## src/rtl/cache_snoop_resp_pkg.sv

```systemverilog
// Shared coherence-bus types for the two-core MSI system, plus snoop responder FSM states.
package cache_snoop_resp_pkg;

    typedef enum logic [2:0] {
        NOOP,
        READ_MISS_0,
        READ_MISS_1,
        WRITE_MISS_0,
        WRITE_MISS_1,
        INVALIDATE_0,
        INVALIDATE_1
    } bus_op_t;

    typedef enum logic [1:0] {
        INVALID,
        SHARED,
        MODIFIED
    } cache_block_state_t;

    typedef enum logic [2:0] {
        SN_IDLE,
        SN_LOOKUP,
        SN_COMPARE,
        SN_FLUSH,
        SN_UPDATE,
        SN_ACK,
        SN_WAIT_DROP
    } snoop_state_t;

    // Issuing core of a bus op; NOOP has no issuer and reports 0.
    function automatic logic op_core(input bus_op_t op);
        case (op)
            READ_MISS_1, WRITE_MISS_1, INVALIDATE_1: return 1'b1;
            default:                                 return 1'b0;
        endcase
    endfunction

endpackage

```

## src/rtl/cache_snoop_resp_sat_ctr.sv

```systemverilog
// 16-bit saturating event counter used for snoop statistics.
module snoop_sat_ctr (
    input  logic        clk,
    input  logic        rst_n,
    input  logic        inc,
    output logic [15:0] count
);

    always_ff @(posedge clk) begin
        if (!rst_n) begin
            count <= '0;
        end else if (inc && (count != '1)) begin
            count <= count + 16'd1;
        end
    end

endmodule

```

## src/rtl/cache_snoop_resp.sv

```systemverilog
// Snoop responder for one core's private MSI data cache on the two-core coherence bus.
// Optional statistics counters are built only when SNOOP_STATS_EN is defined.
module cache_snoop_resp
    import cache_snoop_resp_pkg::*;
#(
    parameter int CORE_ID = 0,
    parameter int INDEX_W = 4,
    localparam int TAG_W = 16 - INDEX_W
) (
    input  logic               clk,
    input  logic               rst_n,
    input  logic               bus_valid,
    input  bus_op_t            bus_op,
    input  logic [15:0]        bus_addr,
    output logic               snoop_ack,
    output logic [INDEX_W-1:0] arr_rd_idx,
    input  logic [TAG_W-1:0]   arr_rd_tag,
    input  cache_block_state_t arr_rd_state,
    input  logic [15:0]        arr_rd_data,
    output logic               arr_wr_en,
    output logic [INDEX_W-1:0] arr_wr_idx,
    output cache_block_state_t arr_wr_state,
    output logic               flush_valid,
    output logic [15:0]        flush_addr,
    output logic [15:0]        flush_data,
    input  logic               flush_ready,
    output logic               proto_err,
    output logic [15:0]        stat_flush_cnt,
    output logic [15:0]        stat_inv_cnt
);

    localparam logic SELF_ID = 1'(CORE_ID);

    snoop_state_t       state, state_nx;
    bus_op_t            op_q;
    logic [15:0]        addr_q, data_q;
    cache_block_state_t wr_state_q, act_state;
    logic               illegal_q, act_illegal, act_flush, act_write;
    logic               hit, bypass;

    assign bypass = (bus_op == NOOP) || (op_core(bus_op) == SELF_ID);
    assign hit    = (arr_rd_tag == addr_q[15:INDEX_W]) && (arr_rd_state != INVALID);

    // MSI response table; only peer-issued ops ever reach COMPARE.
    always_comb begin
        act_flush   = 1'b0;
        act_write   = 1'b0;
        act_illegal = 1'b0;
        act_state   = arr_rd_state;
        if (hit) begin
            case (op_q)
                READ_MISS_0, READ_MISS_1: begin
                    if (arr_rd_state == MODIFIED) begin
                        act_flush = 1'b1;
                        act_write = 1'b1;
                        act_state = SHARED;
                    end
                end
                WRITE_MISS_0, WRITE_MISS_1: begin
                    act_flush = (arr_rd_state == MODIFIED);
                    act_write = 1'b1;
                    act_state = INVALID;
                end
                INVALIDATE_0, INVALIDATE_1: begin
                    act_illegal = (arr_rd_state == MODIFIED);
                    act_write   = 1'b1;
                    act_state   = INVALID;
                end
                default: ;
            endcase
        end
    end

    always_ff @(posedge clk) begin
        if (!rst_n) begin
            state      <= SN_IDLE;
            op_q       <= NOOP;
            addr_q     <= '0;
            data_q     <= '0;
            wr_state_q <= INVALID;
            illegal_q  <= 1'b0;
            arr_rd_idx <= '0;
        end else begin
            state <= state_nx;
            case (state)
                SN_IDLE: begin
                    if (bus_valid) begin
                        op_q   <= bus_op;
                        addr_q <= bus_addr;
                        if (!bypass) begin
                            arr_rd_idx <= bus_addr[INDEX_W-1:0];
                        end
                    end
                end
                SN_COMPARE: begin
                    data_q     <= arr_rd_data;
                    wr_state_q <= act_state;
                    illegal_q  <= act_illegal;
                end
                default: ;
            endcase
        end
    end

    always_comb begin
        state_nx = state;
        case (state)
            SN_IDLE:      if (bus_valid) state_nx = bypass ? SN_ACK : SN_LOOKUP;
            SN_LOOKUP:    state_nx = SN_COMPARE;
            SN_COMPARE: begin
                if (act_flush)      state_nx = SN_FLUSH;
                else if (act_write) state_nx = SN_UPDATE;
                else                state_nx = SN_ACK;
            end
            SN_FLUSH:     if (flush_ready) state_nx = SN_UPDATE;
            SN_UPDATE:    state_nx = SN_ACK;
            SN_ACK:       state_nx = SN_WAIT_DROP;
            SN_WAIT_DROP: if (!bus_valid) state_nx = SN_IDLE;
            default:      state_nx = SN_IDLE;
        endcase
    end

    assign snoop_ack    = (state == SN_ACK);
    assign flush_valid  = (state == SN_FLUSH);
    assign flush_addr   = flush_valid ? addr_q : '0;
    assign flush_data   = flush_valid ? data_q : '0;
    assign arr_wr_en    = (state == SN_UPDATE);
    assign arr_wr_idx   = arr_wr_en ? addr_q[INDEX_W-1:0] : '0;
    assign arr_wr_state = wr_state_q;
    assign proto_err    = arr_wr_en && illegal_q;

`ifdef SNOOP_STATS_EN
    snoop_sat_ctr u_flush_ctr (
        .clk   (clk),
        .rst_n (rst_n),
        .inc   (flush_valid && flush_ready),
        .count (stat_flush_cnt)
    );

    snoop_sat_ctr u_inv_ctr (
        .clk   (clk),
        .rst_n (rst_n),
        .inc   (arr_wr_en && (wr_state_q == INVALID)),
        .count (stat_inv_cnt)
    );
`else
    assign stat_flush_cnt = '0;
    assign stat_inv_cnt   = '0;
`endif

endmodule

```

## config.mk

```make
export PLATFORM = sky130hd
export DESIGN_NAME = cache_snoop_resp
export DESIGN_NICKNAME = d
export VERILOG_FILES = /design/src/rtl/cache_snoop_resp_pkg.sv /design/src/rtl/cache_snoop_resp_sat_ctr.sv /design/src/rtl/cache_snoop_resp.sv
export SDC_FILE = /design/constraint.sdc
export NUM_CORES = 1
export LEC_CHECK = 0
export ABC_AREA = 0
export CORE_MARGIN = 2
export CORE_UTILIZATION = 30
export CTS_CLUSTER_SIZE = 8
export DETAILED_ROUTE_END_ITERATION = 8
export HOLD_SLACK_MARGIN = 0.1
export MAX_ROUTING_LAYER = met4
export SLEW_MARGIN = 10
export SYNTH_ARGS = -nofsm -noshare
export SYNTH_HDL_FRONTEND = slang
export SYNTH_SLANG_ARGS = --single-unit
```

## constraint.sdc

```tcl
create_clock -name clk -period 4.35 [get_ports clk]
set_input_delay 1.305 -clock clk [delete_from_list [all_inputs] [get_ports clk]]
set_output_delay 1.305 -clock clk [all_outputs]
set_load 0.02 [all_outputs]
```

; ---- Word level (Yosys, flattened, before mapping)
; Cells that the tools add are included.
[totals]
mem_count = 0
in_bits = 53
ram_bits = 0
ff_bits = 45
wordCells = 64
latch_bits = 0
output_inout_bits = 78
rom_bits = 0
[op_classes]
div = 0
bitwise_logic = 2
reduce_logical = 14
muxes = 21
n_mul = 0
n_addsub = 0
n_shift = 0
eq_ne = 20
magnitude_cmp = 0
[ops]
columns = cell, n
row1 = 16-bit two-way mux, 2
row2 = "3-bit == test, second input constant", 8
row3 = 3-bit case mux with 7 select lines, 1
row4 = "3-bit by 2-bit == test with 1-bit output, second input constant", 5
row5 = 3-bit two-way mux, 5
row6 = 12-bit == test, 1
row7 = 1-bit two-way mux, 7
row8 = "3-bit by 1-bit == test with 1-bit output, second input constant", 2
row9 = 3-bit logical NOT, 2
row10 = 3-bit AND reduction, 2
row11 = 2-bit OR reduction, 3
row12 = 2-bit two-way mux, 2
row13 = 4-bit two-way mux, 1
row14 = "2-bit != test, second input constant", 2
row15 = 1-bit case mux with 2 select lines, 2
row16 = 2-bit case mux with 2 select lines, 1
row17 = 4-bit OR reduction, 1
row18 = 3-bit OR reduction, 1
row19 = "2-bit == test, second input constant", 1
row20 = 1-bit logical AND, 2
row21 = "2-bit by 1-bit != test with 1-bit output, second input constant", 1
row22 = 1-bit NOT, 2
row23 = 2-bit AND reduction, 1
row24 = 2-bit nonzero test, 1
row25 = 1-bit logical OR, 1

; ---- Longest topological paths before layout
[logic_depth]
ltp_word = 8
depth_mapped = 7

; ---- Worst setup path after synthesis
; Ideal clock, no wire load.
[synth_timing]
path_type = register -> output
start = register state[0]
end = output port flush_data[10]
setup_slack_ns = 1.807
arrival_ns = 1.238
n_path_buf = 2
path_stages_with_launch = 6
cell_sequence = dfxtp_1 -> buf_4 -> nand2_1 -> nor2_1 -> buf_2 -> and2_1
[synth_via]
elab_chain_len = 2
[synth_lines]
columns = item, line
row1 = from (decl), cache_snoop_resp.sv:34  ; snoop_state_t state, state_nx;
row2 = from (signal assigned), cache_snoop_resp.sv:84  ; state <= state_nx;
row3 = 3-bit by 2-bit == test with 1-bit output, cache_snoop_resp.sv:124  ; assign flush_valid = (state == SN_FLUSH);
row4 = named net flush_valid, cache_snoop_resp.sv:23  ; output logic flush_valid,
row5 = 16-bit two-way mux, cache_snoop_resp.sv:126  ; assign flush_data = flush_valid ? data_q : '0;
row6 = to (decl), cache_snoop_resp.sv:25  ; output logic [15:0] flush_data,
; The timed path passes the listed nets, and every way through them passes these cells.

; ---- Final worst setup path
[layout_timing]
start = register state[0]
end = output port flush_data[10]
[layout_via]
elab_chain_len = 2
[layout_lines]
columns = item, line
row1 = 3-bit by 2-bit == test with 1-bit output, cache_snoop_resp.sv:124
row2 = 16-bit two-way mux, cache_snoop_resp.sv:126
; No other way between the ends.

==> results by group <==
Synth
  • Cells after Synth: 326
  • EDFF count, synth: 0
  • Yosys warns: 0
  • Synth top area share: 35.49%
  • Sequential share of the synthesized area: between 30% and 40%
  • Synth area leaders: dfxtp_1 35%, buf_4 12%, nand2_1 11%
  • Syn Area/Cell: a little under 8 sq um
  • Ys flop type: dfxtp_1
  • XOR/XNOR share of the synthesized area: 4.485%
  • Synthesized area: between 0.002 and 0.003 sq mm
  • #FFs+latches synth: 45
  • Synth async-reset ratio: 0%
  • Largest family of logic cells by synthesized area: simple AND/OR/NAND/NOR gates
  • Synth unique cells: 44
  • Synth Area in Compound Gates: 12.62%
  • Synth area leader: dfxtp_1
  • Simple-gate share of the synthesized area: about 31%
  • Adder-Cell Fraction of Synth Area: 0.3943%
  • Post-synthesis mux area share: 1.577%

Job
  • Max Cap Violations: 0

Clocking
  • Post-CTS Setup Bufs: 0
  • Clock buffer depth: 2
  • Clock Pin Slew Worst Setup and Hold Paths: 0.08 ns
  • Htree depth: 2
  • Clk_lat worst skew: 0.30 ns
  • Resize count post-CTS: 0
  • Clock sink total: 45
  • Total CTS buffers: 5
  • CTS tree: done
  • CTS Hold Buffers Added: 0
  • Root Buffer Master: clkbuf_8

Routing
  • Avg WL per Cell: about 12 microns
  • Drc violations: 0
  • Initial DRC Count: slightly above 60
  • Drt first pass iters: 4
  • Average vias per placed instance: about 4.4
  • Total number of vias: 2283
  • Post-route antenna net violation count: 0
  • Post-Route WL: 6.370 mm

GRT
  • Global route total overflow: 0
  • Layer with the highest usage: met2
  • First-pass GRT wire length: 9.846 mm
  • Vias in the first global route: approximately 2.1k
  • M1 GR Usage: 17.91%
  • Met3 Usage GRT: about 3.4%
  • Grt met2 use: 22.16%
  • GRT Util Overall: 13.92%
  • Initial antenna violation count: 0
  • Largest net degree at the start of global routing: 23

Finish
  • Fin cells: between 500 and 600
  • Layout cells sized above 1: 5.769%
  • Diodes inserted: 0
  • Final Net Count: 468
  • Fillers: 841
  • Area delta synth->final: 40.41%

Timing
  • Slew Limit Fails: 0
  • Clock Skew: 0.01079 ns
  • Final hold viol count: 0
  • Final Worst Setup Slack: 0.6497 ns
  • Final setup fails: 0
  • Slew headroom: 49.77%
  • Setup tns final: 0 ns
  • RSZ-0062 raised after global routing: false
  • Worst-Margin Slew: 0.7526 ns
  • Max Clk Rate: 270.2 MHz
  • Final critical-path required period: 3.700 ns
  • Fin crit share: 85.06%

Die
  • Die Ht: 95.99 microns
  • IO Pins: 131
  • Starting Density: 30.90%
  • Die X: 95.99 microns
  • Row count: 33
  • Die Area: 0.009214 sq mm
  • Core Footprint: 0.008217 sq mm

Critical path
  • CP Launch Type: flop
  • CP Data Arrival Time: ~2.4 ns
  • CP Data Required Time: 3.04 ns
  • Worst Setup End Kind: primary output
  • R2R Setup Slk: around 2.5 ns
  • Crit-path max FO: 22
  • Crit Path Category: flop to primary output

Placement
  • Port buffer count: 98
  • Hpwl dp: 4.774 mm
  • Dpl cells: between 500 and 600
  • DP Worst Slack: roughly 0.89 ns
  • Final GP Congestion: approximately 0.8

Min path
  • Hold Path Class: flop to flop

Status
  • Status: complete, no violations

Pwr
  • Worst vdd ir: 0.1291 mV
  • P_leak: 1.326 nW
  • PD cells: between 300 and 400 mW/mm^2
[registers in the layout, summed over array words and instances (netlist names)]
signal / count
arr_rd_idx: 4
state: 3
illegal_q: 1
data_q: 16
addr_q: 16
op_q: 3
arr_wr_state: 2
[critical path: stages (launching register included)]
cell and delay [ns]:
dfxtp_1 0.57, nand2_1 0.13, nor2_2 0.34, buf_4 0.30, and2_1 0.15, clkdlybuf4s50_1 0.60
[power breakdown]
group          internal (mW)  switching, mW  total [mW]
Sequential             0.449         0.0421       0.491
Clock                  0.187          0.146       0.332
Combinational          0.124          0.154       0.279
Total                  0.761          0.342        1.10
[layer usage]
metal	wire length, microns	up-vias
met3	421	2
met5	0	-
met4	21	0
li1	-	1184
met1	2939	1023
met2	2988	74
[layout by cell type, fill, tap and decap left out, types with 3 or more instances in the layout]
| cell type | count |
|---|---|
| buf_4 | 4 |
| xnor2_1 | 9 |
| o21ai_0 | 3 |
| a21oi_1 | 39 |
| nand3_1 | 4 |
| dfxtp_1 | 45 |
| nor2_1 | 9 |
| and3_1 | 8 |
| conb_1 | 32 |
| clkbuf_8 | 6 |
| nand4_1 | 4 |
| and2_1 | 34 |
| mux2i_1 | 4 |
| nand2_1 | 76 |
| clkdlybuf4s50_1 | 98 |
| xor2_1 | 4 |
| a31oi_1 | 3 |
[area by class of cell]
type | instances | area [sq um] | area share, %
Clock buffer | 6 | 82.58 | 2.317
Clock inverter | 2 | 37.54 | 1.053
Inverter | 3 | 11.26 | 0.3159
Multi-Input combinational cell | 258 | 1390 | 39.00
Sequential cell | 45 | 900.9 | 25.27
Tap cell | 105 | 131.4 | 3.686
Timing Repair Buffer | 102 | 1011 | 28.36
[kinds of logic after synthesis]
family | after synthesis
AND/OR/NAND/NOR | 152
AO/OA/AOI/OAI | 56
buffers and inverters | 54
flip-flops | 45
XOR/XNOR | 13
multiplexers | 4
adder cells (fa/ha/maj) | 1
other | 1
[per-stage QoR]
step,power [mW],area (sq um),utilization [%],hold slack [ns]
finish,1.103,3565,43.38,0.4542
floorplan,0.7114,2655,-,0.4269
detailed placement,0.7830,3445,41.92,0.4444
global route,1.167,3565,43.38,0.4682
CTS,1.115,3565,43.38,0.4564
global placement,0.7793,3445,41.92,0.4387
[path summary, 6_finish.rpt]
check | from | endpoint | depth (start not counted)
hold / removal | data_q[0] | data_q[0] | 2
setup reg to reg | state[2] | arr_wr_state[0] | 5
setup / recovery | state[0] | flush_data[10] | 5
hold reg to reg | data_q[0] | data_q[0] | 2
[synthesized netlist by cell type (3+ instances only)]
cell      number
xor2_1         4
and2_1        34
clkbuf_1       8
xnor2_1        9
and3_1         8
dfxtp_1       45
a31oi_1        3
a21oi_1       39
o21ai_0        3
nand2_1       76
buf_4         39
nand3_1        4
nor2_1        10
nand4_1        4
mux2i_1        4
No activity file was read; power rests on OpenSTA's default activity.
